<file path="src/rtl/div.sv">
// ----------------------------------------------------------------------------
// div - sequential 4-bit unsigned restoring divider.
//
// Releasing reset starts one division. The first edge after release samples
// x/y (LOAD). Four shift/subtract iterations follow, and then q/r are
// presented with done=1. A zero divisor is reported as error=1, done=1.
// The block then holds its result until reset is asserted again.
//
// Ports:
//   clock  in   rising-edge system clock
//   reset  in   async active-low; low clears/holds, release starts a division
//   x      in   [3:0] dividend (unsigned), sampled in LOAD only
//   y      in   [3:0] divisor  (unsigned), sampled in LOAD only
//   q      out  [3:0] quotient, valid when done=1
//   r      out  [3:0] remainder, valid when done=1
//   error  out  divide-by-zero flag
//   done   out  result valid / operation finished
// ----------------------------------------------------------------------------
module div (
    input  logic       clock,
    input  logic       reset,
    input  logic [3:0] x,
    input  logic [3:0] y,
    output logic [3:0] q,
    output logic [3:0] r,
    output logic       error,
    output logic       done
);

    typedef enum logic [2:0] {LOAD, SHIFT, SUB, DONE, ERR} state_t;

    state_t     state;
    // data[8:4]: partial remainder. The 5th bit absorbs the shift overflow,
    // so the maximum value is 2*14+1 = 29.
    // data[3:0]: dividend bits, replaced by quotient bits as they shift out.
    logic [8:0] data;
    logic [3:0] dvsr;
    logic [2:0] count;

    // Trial subtraction for the SUB step.
    logic       sub_ge;
    logic [8:0] sub_data;

    always_comb begin
        sub_ge   = (data[8:4] >= {1'b0, dvsr});
        sub_data = data;
        if (sub_ge) begin
            sub_data[8:4] = data[8:4] - {1'b0, dvsr};
            sub_data[0]   = 1'b1;
        end
    end

    always_ff @(posedge clock or negedge reset) begin
        if (!reset) begin
            state <= LOAD;
            data  <= '0;
            dvsr  <= '0;
            count <= '0;
            q     <= '0;
            r     <= '0;
            error <= 1'b0;
            done  <= 1'b0;
        end else begin
            case (state)
                LOAD: begin
                    if (y == 4'd0) begin
                        state <= ERR;
                    end else begin
                        dvsr  <= y;
                        data  <= {5'b0, x};
                        count <= '0;
                        state <= SHIFT;
                    end
                end
                SHIFT: begin
                    data  <= {data[7:0], 1'b0};
                    state <= SUB;
                end
                SUB: begin
                    data  <= sub_data;
                    count <= count + 3'd1;
                    // count is about to become 4: this is the last iteration,
                    // so publish the post-subtract values directly.
                    if (count == 3'd3) begin
                        q     <= sub_data[3:0];
                        r     <= sub_data[7:4];
                        done  <= 1'b1;
                        state <= DONE;
                    end else begin
                        state <= SHIFT;
                    end
                end
                DONE: begin
                    state <= DONE;
                end
                ERR: begin
                    error <= 1'b1;
                    done  <= 1'b1;
                    q     <= '0;
                    r     <= '0;
                    state <= ERR;
                end
                default: state <= LOAD;
            endcase
        end
    end

endmodule

</file>
<file path="config.mk">
export PLATFORM = sky130hd
export DESIGN_NAME = div
export DESIGN_NICKNAME = d
export VERILOG_FILES = /design/src/rtl/div.sv
export SDC_FILE = /design/constraint.sdc
export NUM_CORES = 1
export LEC_CHECK = 0
export ABC_AREA = 1
export CELL_PAD_IN_SITES_DETAIL_PLACEMENT = 0
export CELL_PAD_IN_SITES_GLOBAL_PLACEMENT = 1
export CORE_MARGIN = 2
export CORE_UTILIZATION = 40
export DETAILED_ROUTE_END_ITERATION = 7
export DONT_BUFFER_PORTS = 1
export GPL_TIMING_DRIVEN = 0
export HOLD_SLACK_MARGIN = 0.02
export MAX_ROUTING_LAYER = met4
export PLACE_DENSITY = 0.83
export REMOVE_ABC_BUFFERS = 1
export SETUP_SLACK_MARGIN = 0.02
export SLEW_MARGIN = 5
export SYNTH_ARGS = -nofsm -noshare
export SYNTH_HDL_FRONTEND = slang
export SYNTH_SLANG_ARGS = --single-unit
</file>
<file path="constraint.sdc">
create_clock -name clock -period 1.4 [get_ports clock]
set_input_delay 0.28 -clock clock [delete_from_list [all_inputs] [get_ports clock]]
set_output_delay 0.28 -clock clock [all_outputs]
set_load 0.005 [all_outputs]
</file>
==> metrics, run 1 <==
Initial DRT Pass Iterations 4; max-slew violations 0; leakage power 1.04 nW; synth cell count leaders nand2_1 (58), dfrtp_1 (29), nand3_1 (28); Crit path largest cell delay 0.40 ns; failing checks negative setup slack; CP top delay family adder cells; Ports 20; Main synth FF type dfrtp_1; Placement Setup Slack -0.269 ns; Antenna Nets Post-Route 0; crit path capture data[6]; internal power 0.00334 W; Placeable Area roughly 3700 um^2; Setup Skew 0.0101 ns; hpwl dp 2240 um; CTS clk-pin slew, worst paths 0.07 ns; CTS sink cnt 29; die height 66.7 um; slew margin rel. approximately four fifths; largest net degree at the start of global routing 30; maximum clock rate between 600 and 700 MHz; worst slew pin tran 0.304 ns; Crit. End Element flip-flop; routability congestion estimate a little over 0.8; status finished, violations left; starting density of the core 42.4%; DR WL/cell between 10 and 15 um; DRC Markers 0; Critical Path RT about 1.6 ns; share of layout cells above drive strength 1 38.4%; Buf/Inv on CP 2; Post-Syn Area per Cell 8.07 um^2; ys async rst share 100%; chip width 66.7 um; vias in the first global route roughly 1300; unrepaired setup endpoints after global routing yes; Max H-tree Level 2; net switching power 0.00264 W; GRT Util Overall 17.9%; first-pass GRT wire length 5800 um; Setup TNS -0.852 ns; logic gate share of total power between 60% and 70%; crit start category flip-flop; vias per cell 5.04; Reg power frac 24.8%; cell taking the most area after synthesis dfrtp_1; Post-synth EDFFs 0; Num CTS Buffers 5; power per cell area 2810 nW/um^2; Worst Path Class, Setup reg -> reg; Post-Route WL 3540 um; CTS tree done; worst flop-to-flop path startpoint data[4]; Fillers about 340; synthesized cell area 1570 um^2; Total Nets Final between 200 and 250; reg-to-reg endpoint data[6]; Crit-path slowest cell dfrtp_1; max cap viols 0; vias 1370; worst reg-to-reg path cell count 8; crit path DAT about 1.7 ns; FF+latch count, synth 29; synth unique cells 26; Root Buffer clkbuf_8; maximum VDD drop ~0.0013 V; Clock Latency Late Sink 0.29 ns; fin util 57.1%; crit path cell chain inv_2, ha_4, inv_2, fa_2, xnor2_2, nand2_2, nand3_1, nand3_1; count leader, synth nand2_1; Worst Path Max Fanout 2; Final setup viols 10; Synthesis Warnings 0; post-layout minimum cycle time 1.53 ns; antenna violations before repair 0; Critical path origin data[4]; Final Cycle Share 109%; PortBufs 0; switch share 44.2%; cell count along the critical path 8; setup slack after layout -0.131 ns; row cnt 22; Clock power frac 15.1%; Longest Clk Path Bufs 2; Post-Synthesis Cells 195; GRT overflow 0; sequential area share after synthesis 46.1%; die area 4450 um^2; share of the synthesized area in the top cell type between 40% and 50%; final hold vios 0; 1st-iter DRT viols 41; area grow syn2layout 34.9%; Synth area leaders dfrtp_1 (46%), nand2_1 (14%), nand3_1 (8.9%), inv_1 (6.2%), ha_1 (4.8%); R2R setup slack -0.13 ns; Ant. Diodes 0; Worst Hold Class in -> reg
==> how the worst min path moves through the flow <==
stage	startpoint	endpoint	slack (ns)	depth (start not counted)
after floorplan	reset	count[0]	-0.02	0
after global placement	reset	q[2]	-0.01	0
after detailed placement	reset	q[2]	-0.02	0
after CTS	y[0]	dvsr[0]	0.12	1
after global routing	y[0]	dvsr[0]	0.14	1
final	y[0]	dvsr[0]	0.13	1
==> power groups by stage <==
| stage | sequential (W) | clock [W] | combinational (W) |
|---|---|---|---|
| floorplan | 0.00141 | 0 | 0.00186 |
| global placement | 0.00146 | 0 | 0.00223 |
| detailed placement | 0.00147 | 0 | 0.00226 |
| CTS | 0.00148 | 0.000920 | 0.00316 |
| global route | 0.00153 | 0.000953 | 0.00404 |
| finish | 0.00148 | 0.000900 | 0.00359 |
==> logic make-up after synthesis <==
| group | Yosys count | synth area share, % |
|---|---|---|
| flops | 29 | 46.1 |
| buf+inv | 33 | 8.35 |
| xor+xnor | 1 | 0.557 |
| compound gates | 21 | 7.23 |
| fa+ha+maj | 7 | 6.04 |
| simple gates | 103 | 31.0 |
| mux | 1 | 0.715 |
==> flip-flops by register name (all words and copies together), names as in the netlist <==
name,flops
data,9
dvsr,4
q,4
r,4
count,3
state,3
done,1
error,1
==> cell usage in the layout, fill, tap and decap left out, types with 4 or more instances in the layout <==
cell type / instances
buf_4: 19
o21ai_0: 10
clkbuf_8: 6
inv_2: 10
nand3_1: 20
inv_1: 20
nand2_4: 6
nor2_4: 4
nand3_2: 8
nand2_2: 9
ha_4: 4
o21ai_1: 4
nand2_1: 47
dfrtp_1: 26
==> final cells by class <==
class / count / area, um^2 / area share (%)
Multi-Input combinational cell: 134 / 920 / 43.3
Sequential cell: 29 / 729 / 34.4
Clock inverter: 1 / 30.0 / 1.41
Timing Repair Buffer: 21 / 173 / 8.13
Clock buffer: 7 / 86.3 / 4.07
Tap cell: 48 / 60.1 / 2.83
Inverter: 32 / 125 / 5.89
==> what timing repair did <==
action | in CTS | in global routing
hold endpoints to repair | 29 | 0
setup buffers | 13 | 6
gates resized for setup | 35 | 20
gates cloned | 0 | 1
setup endpoints to repair | 16 | 22
hold buffers | 2 | 0
pin swaps | 16 | 20
==> metrics by stage <==
stage / hold slack [ns] / power (W) / area [um^2] / std cells
3_5_place_dp: -0.0151 / 0.00373 / 1620 / 242
5_1_grt: 0.144 / 0.00652 / 2120 / 272
2_1_floorplan: -0.0156 / 0.00327 / 1560 / 194
6_report: 0.130 / 0.00598 / 2120 / 272
3_3_place_gp: -0.0150 / 0.00369 / 1620 / 242
4_1_cts: 0.125 / 0.00556 / 2010 / 265
==> routing by layer <==
layer,wire [um],track usage [%],share of wire (%)
met2,1670,26.9,47
met4,52,6.63,1.5
met1,1670,23.0,47
met3,151,4.90,4.3
met5,0,-,0
No activity file was read; power rests on OpenSTA's default activity.
==> run 2, diff against run 1 <==
- GPL_TIMING_DRIVEN: 0 -> unset
==> run 2 against run 1 <==
  * The flow still finishes with violations (negative setup slack)
  * Fmax fell by 1.6%
  * First-iteration DRC count rose by 4.9%
  * Via count rose by 2.2%
  * Final area rose by 4.6%
  * Largest power group unchanged
==> metrics, run 2 (synthesized netlist as in run 1, its figures left out) <==
status finished, violations left; failing checks negative setup slack; worst flop-to-flop path startpoint data[4]; GRT Util Overall 20.1% (+2.3 points); Worst Hold Class in -> reg; max-slew violations 0 (unchanged); Ant. Diodes 0 (unchanged); power per cell area 2760 nW/um^2 (-1.8%); die height 66.7 um (unchanged); max FFs per register 9 (unchanged); Setup Skew 0.0102 ns (+0.0000595 ns); row cnt 22 (unchanged); final hold vios 0 (unchanged); Crit. End Element flip-flop; die area 4450 um^2 (unchanged); Hold Path Depth 1 (unchanged); area occupied by multi-input gates 940 um^2 (+2.2%); DR WL/cell 13.5 um (+3.4%); max cap viols 0 (unchanged); Longest Clk Path Bufs 2 (unchanged); vias per cell 4.91 (-2.5%); Final Cycle Share 111% (+1.8 points); Total Nets Final 253 (+5.4%); leakage power 1.12 nW (+7.6%); 1st-iter DRT viols 43 (+4.9%); total power draw 0.00614 W (+2.7%); crit path cell chain inv_2, ha_4, inv_2, fa_2, xnor2_2, nand2_2, nand3_2, nand3_2; HP Start y[0]; PortBufs 0 (unchanged); Num CTS Buffers 5 (unchanged); maximum clock rate 643 MHz (-1.6%); CTS clk-pin slew, worst paths 0.07 ns (about the same); hpwl dp 2510 um (+12%); share of layout cells above drive strength 1 43.0% (+4.6 points); slew margin rel. 80.0% (+0.36 points); largest net degree at the start of global routing 30 (unchanged); CTS sink cnt 29 (unchanged); setup slack after layout -0.156 ns (-0.0250 ns); area grow syn2layout 41.1%; Max H-tree Level 2 (unchanged); Placeable Area 3720 um^2 (unchanged); maximum VDD drop 0.00147 V (+10%); Crit path largest cell delay 0.40 ns (about the same); GRT overflow 0 (unchanged); Min-Delay Endpoint dvsr[0]; Clock Latency Late Sink 0.29 ns (about the same); chip width 66.7 um (unchanged); reg-to-reg endpoint data[6]; Root Buffer clkbuf_8; Crit-path slowest cell dfrtp_1; placed cells 263 (+8.7%); crit path DAT 1.73 ns (+0.03 ns); DRC Markers 0 (unchanged); worst slew pin tran 0.299 ns (-0.00490 ns); Antenna Nets Post-Route 0 (unchanged); post-layout minimum cycle time 1.56 ns (+0.0250 ns); worst reg-to-reg path cell count 8 (unchanged); register name with the most flops data; unrepaired setup endpoints after global routing yes; Finished Layout Cells 285 (+4.8%); register area 727 um^2 (-0.34%); R2R setup slack -0.16 ns (-0.02 ns); routability congestion estimate 0.882 (+8.9%); Worst Path Class, Setup reg -> reg; Critical Path RT 1.57 ns (about the same); Final setup viols 10 (unchanged); Fillers 332 (-1.2%); most frequent cells in the layout nand2_1 (48), buf_4 (29), dfrtp_1 (28), inv_1 (19), nand3_1 (15); Worst Path Max Fanout 2 (unchanged); antenna violations before repair 0 (unchanged); starting density of the core 42.4% (unchanged); Ports 20 (unchanged); Post-Route WL 3840 um (+8.3%); CTS tree done; Initial DRT Pass Iterations 5 (+1); vias in the first global route 1342 (+1.5%); first-pass GRT wire length 6440 um (+11%); vias 1400 (+2.2%); most common cell after layout, fill and taps aside nand2_1; crit start category flip-flop; worst hold slack 0.124 ns (-0.00563 ns)
==> run 2: cell count changes in the layout (fill, tap and decap cells not counted), sizes merged <==
cell / before / now
clkinvlp: 0 / 1
bufinv: 1 / 0
clkbuf: 7 / 5
buf: 20 / 33
clkinv: 0 / 2
==> run 2: layer usage <==
layer | vias to the layer above | track usage [%] | share of wire (%) | wire [um]
met5 | - | - | 0 | 0
met4 | 0 | 9.18 | 2.1 | 80
met3 | 7 | 5.41 | 3.7 | 141
met2 | 27 | 29.1 | 49 | 1890
met1 | 660 | 26.3 | 45 | 1730
li1 | 706 | - | - | -
==> run 2: power breakdown <==
part           internal, W  leakage [nW]  total (W)  switching (W)
logic              0.00181         0.703    0.00397        0.00216
registers          0.00120         0.370    0.00147       0.000267
clock network     0.000342        0.0439   0.000693       0.000351
total              0.00336          1.12    0.00614        0.00278
==> run 2: cell type report <==
class / count / share of cell area, %
clock buffer: 5 / 3.10
clock inverter: 3 / 0.789
inverter: 32 / 5.52
multi-input combinational: 134 / 42.3
sequential: 29 / 32.7
tap: 48 / 2.70
timing repair buffer: 34 / 12.8
==> run 2: per-stage QoR <==
| step | area [um^2] | TNS [ns] | setup WS [ns] | utilization (%) |
|---|---|---|---|---|
| 2_1_floorplan | 1560 | -0.336 | -0.110 | - |
| 3_3_place_gp | 1780 | -1.18 | -0.232 | 47.9 |
| 3_5_place_dp | 1780 | -1.86 | -0.246 | 47.9 |
| 4_1_cts | 2020 | -0.731 | -0.156 | 54.4 |
| 5_1_grt | 2220 | -1.77 | -0.246 | 59.8 |
| 6_report | 2220 | -0.856 | -0.156 | 59.8 |
==> run 2: what timing repair did <==
item                                   CTS  global route
pin swaps                                4            16
resized for setup                       21            39
endpoints found under the hold margin   29             0
cloned                                   0             1
setup endpoints to repair               11            23
hold buffers                             2             0
setup buffers                            3             8
==> run 2: critical path: cells and delay by family, from the launching register on <==
family | cells | cell delay (ns)
xor+xnor | 1 | 0.18
fa+ha+maj | 2 | 0.50
buf+inv | 2 | 0.12
flops | 1 | 0.40
simple gates | 3 | 0.23
==> run 2: worst max path at each step <==
stage	endpoint	depth (start not counted)	from	slack, ns
final	data[6]	8	data[4]	-0.16
after global routing	data[8]	10	data[4]	-0.25
after CTS	data[8]	10	data[4]	-0.16
after detailed placement	data[6]	8	data[4]	-0.25
after global placement	data[6]	8	data[4]	-0.23
after floorplan	data[8]	10	data[4]	-0.11
